<file path="config.mk">
export PLATFORM = sky130hd
export DESIGN_NAME = key_search_controller
export DESIGN_NICKNAME = d
export VERILOG_FILES = /design/src/rtl/key_search_controller.sv
export SDC_FILE = /design/constraint.sdc
export NUM_CORES = 1
export LEC_CHECK = 0
export BUFFER_PORTS_ARGS = -buffer_cell sky130_fd_sc_hd__buf_4
export CAP_MARGIN = 10
export CORE_ASPECT_RATIO = 1.75
export CORE_MARGIN = 3
export CORE_UTILIZATION = 40
export CTS_BUF_LIST = sky130_fd_sc_hd__clkbuf_8
export CTS_CLUSTER_DIAMETER = 40
export DETAILED_ROUTE_END_ITERATION = 12
export GPL_TIMING_DRIVEN = 0
export PLACE_DENSITY_LB_ADDON = 0.2
export RECOVER_POWER = 50
export SLEW_MARGIN = 20
export SYNTH_ARGS = -nofsm -noshare
export SYNTH_HDL_FRONTEND = slang
export SYNTH_SLANG_ARGS = --single-unit
export TNS_END_PERCENT = 10
</file>
<file path="constraint.sdc">
create_clock -name clk_i -period 4.4 [get_ports clk_i]
set_clock_uncertainty 0.1 [all_clocks]
set_input_delay 0.22 -clock clk_i [delete_from_list [all_inputs] [get_ports clk_i]]
set_output_delay 0.22 -clock clk_i [all_outputs]
set_load 0.02 [all_outputs]
</file>
<file path="src/rtl/key_search_controller.sv">
// rtl/key_search_controller.sv - RC4 key search sequencer with S-memory port mux and phase watchdog
module key_search_controller #(
   parameter int KEY_WIDTH      = 24,
   parameter int RAM_WIDTH      = 8,
   parameter int RAM_LENGTH     = 8,
   parameter int TIMEOUT_CYCLES = 4096
) (
   input  logic                  clk_i,
   input  logic                  reset_i,
   input  logic                  start_i,
   input  logic [KEY_WIDTH-1:0]  key_first_i,
   input  logic [KEY_WIDTH-1:0]  key_last_i,
   output logic [KEY_WIDTH-1:0]  key_o,
   output logic                  init_start_o,
   output logic                  shuffle_start_o,
   output logic                  decrypt_start_o,
   input  logic                  init_finished_i,
   input  logic                  shuffle_finished_i,
   input  logic                  decrypt_finished_i,
   input  logic                  decrypt_success_i,
   input  logic [RAM_LENGTH-1:0] init_s_addr_i,
   input  logic [RAM_WIDTH-1:0]  init_s_in_i,
   input  logic                  init_s_wren_i,
   input  logic [RAM_LENGTH-1:0] shuffle_s_addr_i,
   input  logic [RAM_WIDTH-1:0]  shuffle_s_in_i,
   input  logic                  shuffle_s_wren_i,
   input  logic [RAM_LENGTH-1:0] decrypt_s_addr_i,
   input  logic [RAM_WIDTH-1:0]  decrypt_s_in_i,
   input  logic                  decrypt_s_wren_i,
   output logic [RAM_LENGTH-1:0] s_addr_o,
   output logic [RAM_WIDTH-1:0]  s_in_o,
   output logic                  s_wren_o,
   output logic                  busy_o,
   output logic                  done_o,
   output logic                  found_o,
   output logic                  timeout_o,
   output logic [KEY_WIDTH-1:0]  found_key_o
);

   localparam int WD_W = ($clog2(TIMEOUT_CYCLES) > 0) ? $clog2(TIMEOUT_CYCLES) : 1;

   typedef enum logic [3:0] {
      IDLE      = 4'd0,
      INIT_GO   = 4'd1,
      INIT_WAIT = 4'd2,
      SHUF_GO   = 4'd3,
      SHUF_WAIT = 4'd4,
      DEC_GO    = 4'd5,
      DEC_WAIT  = 4'd6,
      NEXT_KEY  = 4'd7,
      DONE      = 4'd8
   } state_t;

   state_t               state_q, state_d;
   logic [KEY_WIDTH-1:0] key_q, key_d;
   logic [KEY_WIDTH-1:0] key_last_q, key_last_d;
   logic [KEY_WIDTH-1:0] found_key_q, found_key_d;
   logic                 found_q, found_d;
   logic                 timeout_q, timeout_d;
   logic [WD_W-1:0]      wd_q, wd_d;
   logic                 start_q, start_dly_q, start_edge_q;
   logic                 wd_limit;

   assign wd_limit = (wd_q == WD_W'(TIMEOUT_CYCLES - 1));

   // Start input: sample the pin, then register the rising edge so the FSM acts two edges later
   always_ff @(posedge clk_i or posedge reset_i) begin
      if (reset_i) begin
         start_q      <= 1'b0;
         start_dly_q  <= 1'b0;
         start_edge_q <= 1'b0;
      end else begin
         start_q      <= start_i;
         start_dly_q  <= start_q;
         start_edge_q <= start_q & ~start_dly_q;
      end
   end

   // FSM state, candidate key, result flags and watchdog counter
   always_ff @(posedge clk_i or posedge reset_i) begin
      if (reset_i) begin
         state_q     <= IDLE;
         key_q       <= '0;
         key_last_q  <= '0;
         found_key_q <= '0;
         found_q     <= 1'b0;
         timeout_q   <= 1'b0;
         wd_q        <= '0;
      end else begin
         state_q     <= state_d;
         key_q       <= key_d;
         key_last_q  <= key_last_d;
         found_key_q <= found_key_d;
         found_q     <= found_d;
         timeout_q   <= timeout_d;
         wd_q        <= wd_d;
      end
   end

   // Next-state logic: phase sequencing, key stepping, watchdog abort
   always_comb begin
      state_d     = state_q;
      key_d       = key_q;
      key_last_d  = key_last_q;
      found_key_d = found_key_q;
      found_d     = found_q;
      timeout_d   = timeout_q;
      wd_d        = wd_q;
      case (state_q)
         IDLE, DONE: begin
            if (start_edge_q) begin
               key_d       = key_first_i;
               key_last_d  = key_last_i;
               found_d     = 1'b0;
               timeout_d   = 1'b0;
               found_key_d = '0;
               state_d     = (key_first_i > key_last_i) ? DONE : INIT_GO;
            end
         end
         INIT_GO: begin
            wd_d    = '0;
            state_d = INIT_WAIT;
         end
         INIT_WAIT: begin
            if (init_finished_i) begin
               state_d = SHUF_GO;
            end else if (wd_limit) begin
               state_d   = DONE;
               timeout_d = 1'b1;
               found_d   = 1'b0;
            end else begin
               wd_d = wd_q + WD_W'(1);
            end
         end
         SHUF_GO: begin
            wd_d    = '0;
            state_d = SHUF_WAIT;
         end
         SHUF_WAIT: begin
            if (shuffle_finished_i) begin
               state_d = DEC_GO;
            end else if (wd_limit) begin
               state_d   = DONE;
               timeout_d = 1'b1;
               found_d   = 1'b0;
            end else begin
               wd_d = wd_q + WD_W'(1);
            end
         end
         DEC_GO: begin
            wd_d    = '0;
            state_d = DEC_WAIT;
         end
         DEC_WAIT: begin
            // a finished pulse coinciding with the watchdog limit takes priority
            if (decrypt_finished_i) begin
               if (decrypt_success_i) begin
                  state_d     = DONE;
                  found_d     = 1'b1;
                  found_key_d = key_q;
               end else if (key_q == key_last_q) begin
                  state_d = DONE;
               end else begin
                  state_d = NEXT_KEY;
               end
            end else if (wd_limit) begin
               state_d   = DONE;
               timeout_d = 1'b1;
               found_d   = 1'b0;
            end else begin
               wd_d = wd_q + WD_W'(1);
            end
         end
         NEXT_KEY: begin
            key_d   = key_q + KEY_WIDTH'(1);
            state_d = INIT_GO;
         end
         default: state_d = IDLE;
      endcase
   end

   // Engine start pulses and S-memory port ownership, decoded from the registered state
   always_comb begin
      init_start_o    = 1'b0;
      shuffle_start_o = 1'b0;
      decrypt_start_o = 1'b0;
      s_addr_o        = '0;
      s_in_o          = '0;
      s_wren_o        = 1'b0;
      case (state_q)
         INIT_GO, INIT_WAIT: begin
            init_start_o = (state_q == INIT_GO);
            s_addr_o     = init_s_addr_i;
            s_in_o       = init_s_in_i;
            s_wren_o     = init_s_wren_i;
         end
         SHUF_GO, SHUF_WAIT: begin
            shuffle_start_o = (state_q == SHUF_GO);
            s_addr_o        = shuffle_s_addr_i;
            s_in_o          = shuffle_s_in_i;
            s_wren_o        = shuffle_s_wren_i;
         end
         DEC_GO, DEC_WAIT: begin
            decrypt_start_o = (state_q == DEC_GO);
            s_addr_o        = decrypt_s_addr_i;
            s_in_o          = decrypt_s_in_i;
            s_wren_o        = decrypt_s_wren_i;
         end
         default: begin
         end
      endcase
   end

   assign key_o       = key_q;
   assign found_key_o = found_key_q;
   assign found_o     = found_q;
   assign timeout_o   = timeout_q;
   assign done_o      = (state_q == DONE);
   assign busy_o      = (state_q != IDLE) && (state_q != DONE);

endmodule
</file>
==> qor.yml, run 1 <==
status:
  run_status: "finished with violations"
  violations: "capacitance limit, slew limit"
floorplan:
  io_pins: 178
  initial_utilization: 0.409
  die_w_um: 94.4
  fp.dieH_um: 161
  placementRows: 56
  dieArea_um2: 15200
  coreArea_um2: 13400
synthesis:
  synth_seq_cells: 93
  async_flop_share: 1.00
  synth_edf_count: 0
  synth-seq-area-share: 0.425
  syn-num-nets: 723
  synth-main-ff-cell: "dfrtp_1"
  syn_area_um2: 5480
  synth_cell_type_count: 63
  synth_cells: 591
  yosysWarnings: 0
  syn_avg_cell_area_um2: 9.26
placed_design:
  io_buffers: 177
  gp_congestion: 0.886
  placed_area_um2: 7050
  dp_hpwl_um: 14600
clock_network:
  cts_num_sinks: 93
  cts_resized: 0
  htreeDepth: 3
  cts_buffers: 9
  clock_latency_ns: 0.37
  clock_tree.buffer_depth: 2
  path_clk_slew_ns: 0.09
  cts_tree: "yes"
  cts_root_buffer: "clkbuf_8"
power:
  power_leakage_nw: 3.55
  vdd_ir_drop_max_mv: 0.335
  total_power_w: 0.00371
  cellPowerDensity_nw_per_um2: 517
sta:
  setup_tns_ns: 0
  relSlewSlack: -0.132
  hold_ws_ns: 0.00522
  period_minus_slack_ns: 2.99
  hold_viol: 0
  drv_slew: 67
  fin_crit_sh: 0.679
  max_freq_mhz: 335
  worst_pin_slew_ns: 1.70
  setup_viol: 0
  rsz0062_at_grt: "no"
min_path:
  min_from: "key_first_i[0]"
  worstHoldPathType: "input port to register"
layout:
  final_cell_mix: "buf_4, dfrtp_1, nand2_1, clkbuf_1, inv_1"
  area_growth_pct: 31.1
  mostFrequentLayoutCell: "buf_4"
  antenna_cells: 0
  fin_util: 0.536
  drive_gt1_frac: 0.241
  layout.nets: 922
  design_area_um2: 7180
worst_setup_path:
  worstSetupPathType: "input port to async pin"
  startpoint: "reset_i"
  crit_fanout: 66
  required_ns: 4.47
  crit_path_end_kind: "async pin"
  startpoint_type: "input port"
  arrival_ns: 3.05
  rr_startpoint: "key_o[0]$_DFFE_PP0P_"
drt:
  dr.first_iter.drc_count: 355
  ant_nets: 0
  wl_per_cell_um: 18.8
  finalWirelength_um: 18200
  drt-pass1-iter-count: 6
  drc: 0
  avgViaCountPerCell: 5.69
  num_vias: 5507
grt:
  grt_use_total: 0.236
  grt_max_degree: 67
  grt_antenna_before_repair: 0
  gr-total-overflow: 0
  first_global_vias: 5600
  grt_pass1_wl_um: 27800
flow_run:
  max_cap_viol_count: 1
state kept, by name, indices dropped and copies added, names as in the netlist:
| register | cells |
|---|---|
| found_key_o | 24 |
| found_o | 1 |
| key_last_q | 24 |
| key_o | 24 |
| start_dly_q | 1 |
| start_edge_q | 1 |
| start_q | 1 |
| state_q | 4 |
| timeout_o | 1 |
| wd_q | 12 |
routing by layer:
| metal | wire [µm] | track usage |
|---|---|---|
| met1 | 6430 | 0.250 |
| met4 | 906 | 0.127 |
| met2 | 9560 | 0.433 |
| met5 | 0 | 0 |
| met3 | 1330 | 0.0380 |
cells in the mapped netlist, drive strengths merged, types with 3 or more instances:
master,n,area (µm²)
a21o,5,37.5
o21ai,38,190
o211ai,3,22.5
buf,19,105
and2,5,31.3
ha,26,325
a211oi,11,87.6
or3,3,18.8
dfrtp,93,2330
a22oi,3,22.5
clkbuf,17,63.8
inv,47,176
or2,3,18.8
a22o,24,210
nor3,12,60.1
a222oi,17,170
o21a,4,30.0
nand4,23,159
xor2,11,96.3
nand3,19,95.1
and3,19,120
nand2,58,218
nor4,4,40.0
a311oi,7,61.3
mux2i,4,40.0
nor2b,3,18.8
nor2,39,149
xnor2,22,193
a31oi,3,18.8
a21oi,22,125
final cells by class:
cell class / instances / area, µm²
Fill cell: 1281 / 6200
Multi-Input combinational cell: 415 / 2800
Sequential cell: 93 / 2330
Timing Repair Buffer: 188 / 1310
Tap cell: 174 / 218
Inverter: 47 / 178
Buffer: 36 / 169
Clock buffer: 10 / 138
Clock inverter: 5 / 36.3
per-stage QoR:
step                cells  setup slack (ns)
floorplan             591              1.66
global placement      942             0.517
detailed placement    943              1.93
CTS                   968              1.63
global route          968             0.965
finish                968              1.41
critical path, stage by stage:
cell and delay (ns):
dlygate4sd3_1 0.53, clkbuf_4 0.14, clkinvlp_2 0.74, clkbuf_2 1.35
where the power goes:
part | internal [W] | total (W) | switching (W) | leakage, nW
Sequential | 0.00110 | 0.00136 | 0.000264 | 1.19
Clock | 0.000219 | 0.000528 | 0.000309 | 0.0808
Combinational | 0.000748 | 0.00183 | 0.00108 | 2.28
logic make-up after synthesis:
group | share of synthesized area
mux | 0.00731
flops | 0.425
buf+inv | 0.0631
fa+ha+maj | 0.0594
xor+xnor | 0.0528
simple gates | 0.184
compound gates | 0.209
path summary, 6_finish.rpt:
| kind | endpoint | slack (ns) | cells after the start |
|---|---|---|---|
| min | key_o[0]$_DFFE_PP0P_ | 0.005 | 3 |
| min in group asynchronous | key_o[5]$_DFFE_PP0P_ | 0.57 | 3 |
| max reg2reg | state_q[1]$_DFFE_PP0N_ | 1.95 | 6 |
| min reg2reg | start_dly_q$_DFF_PP0_ | 0.29 | 0 |
| max in group clk_i | s_in_o[0] | 1.68 | 8 |
| max | found_key_o[16]$_DFFE_PP0P_ | 1.41 | 4 |
what timing repair did:
action | 4_1_cts | 5_1_grt
hold buffers | 10 | 0
hold endpoints to repair | 36 | 0
setup buffers | 0 | 0
Note: power is estimated with default switching activity, not from simulation.
==> run 2: changes to the inputs <==
==> constraint.sdc (replaced) <==
create_clock -name clk_i -period 2.6 [get_ports clk_i]
set_clock_uncertainty 0.1 [all_clocks]
set_input_delay 0.13 -clock clk_i [delete_from_list [all_inputs] [get_ports clk_i]]
set_output_delay 0.13 -clock clk_i [all_outputs]
set_load 0.02 [all_outputs]
==> run 2 against run 1 <==
Effect of this change:
- the run now ends clean
- non-clock buffer count up 42
- routed wire length is 2.9% higher
- flip-flop and latch count is the same
- combinational power grew 74%
- sequential power increased by 69%
- critical path type is now register to output pin
- largest cell class unchanged
- highest routed layer unchanged
==> qor.yml, run 2 (synthesis gave the netlist of run 1 again) <==
status:
  run_status: "complete, no violations"
placed_design:
  gp_congestion: 0.902  # +1.7%
  io_buffers: 177  # unchanged
  place_inst: 944  # +0.11%
  dp_hpwl_um: 14800  # +1.3%
clock_network:
  cts_tree: "yes"
  cts_num_sinks: 93  # unchanged
  cts_root_buffer: "clkbuf_8"
  clock_latency_ns: 0.37  # about the same
  clock_tree.buffer_depth: 2  # unchanged
  path_clk_slew_ns: 0.10  # about the same
  cts_buffers: 9  # unchanged
  htreeDepth: 3  # unchanged
floorplan:
  coreArea_um2: 13400  # unchanged
  io_pins: 178  # unchanged
  fp.dieH_um: 161  # unchanged
  die_w_um: 94.4  # unchanged
  dieArea_um2: 15200  # unchanged
  placementRows: 56  # unchanged
  initial_utilization: 0.409  # unchanged
sta:
  fin_crit_sh: 0.952
  max_freq_mhz: 404
  drv_slew: 0  # -100%
  setup_viol: 0  # unchanged
  rsz0062_at_grt: "no"
  worst_pin_slew_ns: 1.24  # -0.454 ns
  period_minus_slack_ns: 2.48
  relSlewSlack: 0.166  # +0.298
  hold_viol: 0  # unchanged
  setup_tns_ns: 0  # unchanged
layout:
  layout.nets: 964  # +4.6%
  area_growth_pct: 39.8
  nFillCells: 1230  # -4.0%
  final_cell_mix: "buf_4, dfrtp_1, nand2_1, clkbuf_1, dlygate4sd3_1"
  fin_util: 0.572  # +0.0354
  antenna_cells: 0  # unchanged
  mostFrequentLayoutCell: "buf_4"
  drive_gt1_frac: 0.234  # -0.00638
  final-instance-count-excl-fill: 1011  # +4.4%
grt:
  grt_antenna_before_repair: 0  # unchanged
  first_global_vias: 5745  # +2.6%
  gr-total-overflow: 0  # unchanged
  grt_max_degree: 34  # -49%
  grt_pass1_wl_um: 28800  # +3.7%
  grt_use_total: 0.246  # +0.00967
power:
  total_power_w: 0.00649  # +75%
  power_leakage_nw: 3.74  # +5.3%
  cellPowerDensity_nw_per_um2: 849  # +64%
  vdd_ir_drop_max_mv: 0.444  # +32%
worst_setup_path:
  crit_fanout: 10  # -85%
  crit_path_end_kind: "output pin"
  arrival_ns: 2.25  # -0.80 ns
  startpoint_type: "register"
  required_ns: 2.37  # -2.10 ns
  crit_chain: "clkbuf_4, inv_1, or3_1, a21oi_4, clkbuf_4, a222oi_1, inv_1, buf_4"
  cpPeakStageDelay_ns: 0.42  # -0.93 ns
  worstSetupPathType: "register to output pin"
  slowest_stage: "or3_1"
flow_run:
  max_cap_viol_count: 0  # -1
drt:
  num_vias: 5590  # +1.5%
  finalWirelength_um: 18800  # +2.9%
  drt-pass1-iter-count: 5  # -1
  wl_per_cell_um: 18.6  # -1.4%
  drc: 0  # unchanged
  avgViaCountPerCell: 5.53  # -2.8%
  ant_nets: 0  # unchanged
  dr.first_iter.drc_count: 340  # -4.2%
min_path:
  worstHoldPathType: "input port to register"
==> run 2: cell types whose count changed in the layout (fill, tap and decap cells not counted), sizes merged <==
cell,delta
clkbuf,+7
dlygate4sd3,+40
inv,+1
clkinvlp,-1
buf,-5
bufinv,+1
==> run 2: final cells by class <==
| cell class | instances | area (µm²) | area share |
|---|---|---|---|
| Inverter | 47 | 178 | 0.0232 |
| Timing Repair Buffer | 230 | 1710 | 0.224 |
| Sequential cell | 93 | 2330 | 0.304 |
| Buffer | 36 | 183 | 0.0239 |
| Tap cell | 174 | 218 | 0.0284 |
| Clock buffer | 10 | 138 | 0.0180 |
| Clock inverter | 6 | 62.6 | 0.00818 |
| Multi-Input combinational cell | 415 | 2830 | 0.370 |
==> run 2: power breakdown <==
| group | switching [W] | total (W) | internal (W) | leakage, nW |
|---|---|---|---|---|
| logic | 0.00186 | 0.00319 | 0.00133 | 2.45 |
| clock network | 0.000535 | 0.00100 | 0.000469 | 0.100 |
| registers | 0.000448 | 0.00230 | 0.00185 | 1.19 |
| total | 0.00284 | 0.00649 | 0.00365 | 3.74 |
==> run 2: final timing paths <==
| path | from | to | slack (ns) | cells after the start |
|---|---|---|---|---|
| hold / removal | key_last_i[2] | key_last_q[2]$_DFFE_PP0P_ | 0.01 | 3 |
| setup / recovery | state_q[0]$_DFFE_PP0N_ | s_addr_o[6] | 0.12 | 8 |
| hold reg to reg | start_q$_DFF_PP0_ | start_dly_q$_DFF_PP0_ | 0.27 | 0 |
| setup reg to reg | key_o[0]$_DFFE_PP0P_ | state_q[1]$_DFFE_PP0N_ | 0.33 | 6 |
| max in group asynchronous | reset_i | found_key_o[17]$_DFFE_PP0P_ | 0.52 | 4 |
| min in group asynchronous | reset_i | found_key_o[4]$_DFFE_PP0P_ | 0.47 | 3 |
==> run 2: what timing repair did <==
item | CTS | global route
hold buffers | 50 | 0
pin swaps | 0 | 2
hold endpoints to repair | 76 | 0
setup endpoints to repair | 10 | 42
gates resized for setup | 2 | 12
buffers inserted | 0 | 1
==> run 2: stage by stage <==
stage | area (µm²) | hold WS, ns | setup slack [ns]
3_3_place_gp | 7030 | 0.155 | 0.158
5_1_grt | 7650 | 0.0198 | 0.00522
4_1_cts | 7780 | 0.0163 | 0.0299
6_report | 7650 | 0.0102 | 0.124
3_5_place_dp | 7070 | 0.157 | 0.138
2_1_floorplan | 5480 | 0.0614 | 0.417
==> run 2: worst max-delay path, delay by kind of cell (launching register included) <==
family                 cells  cell delay [ns]
DFF                        1             0.33
and+or+nand+nor            1             0.42
AOI/OAI and AO/OA          2             0.37
buffers and inverters      5             0.76
==> run 2: metal layers <==
layer | wire length (µm) | GRT usage | share of wire | vias to the layer above
met1 | 6630 | 0.255 | 0.35 | 2661
li1 | - | - | - | 2634
met2 | 10200 | 0.462 | 0.54 | 251
met5 | 0 | 0 | 0 | -
met3 | 1100 | 0.0370 | 0.059 | 44
met4 | 815 | 0.127 | 0.043 | 0
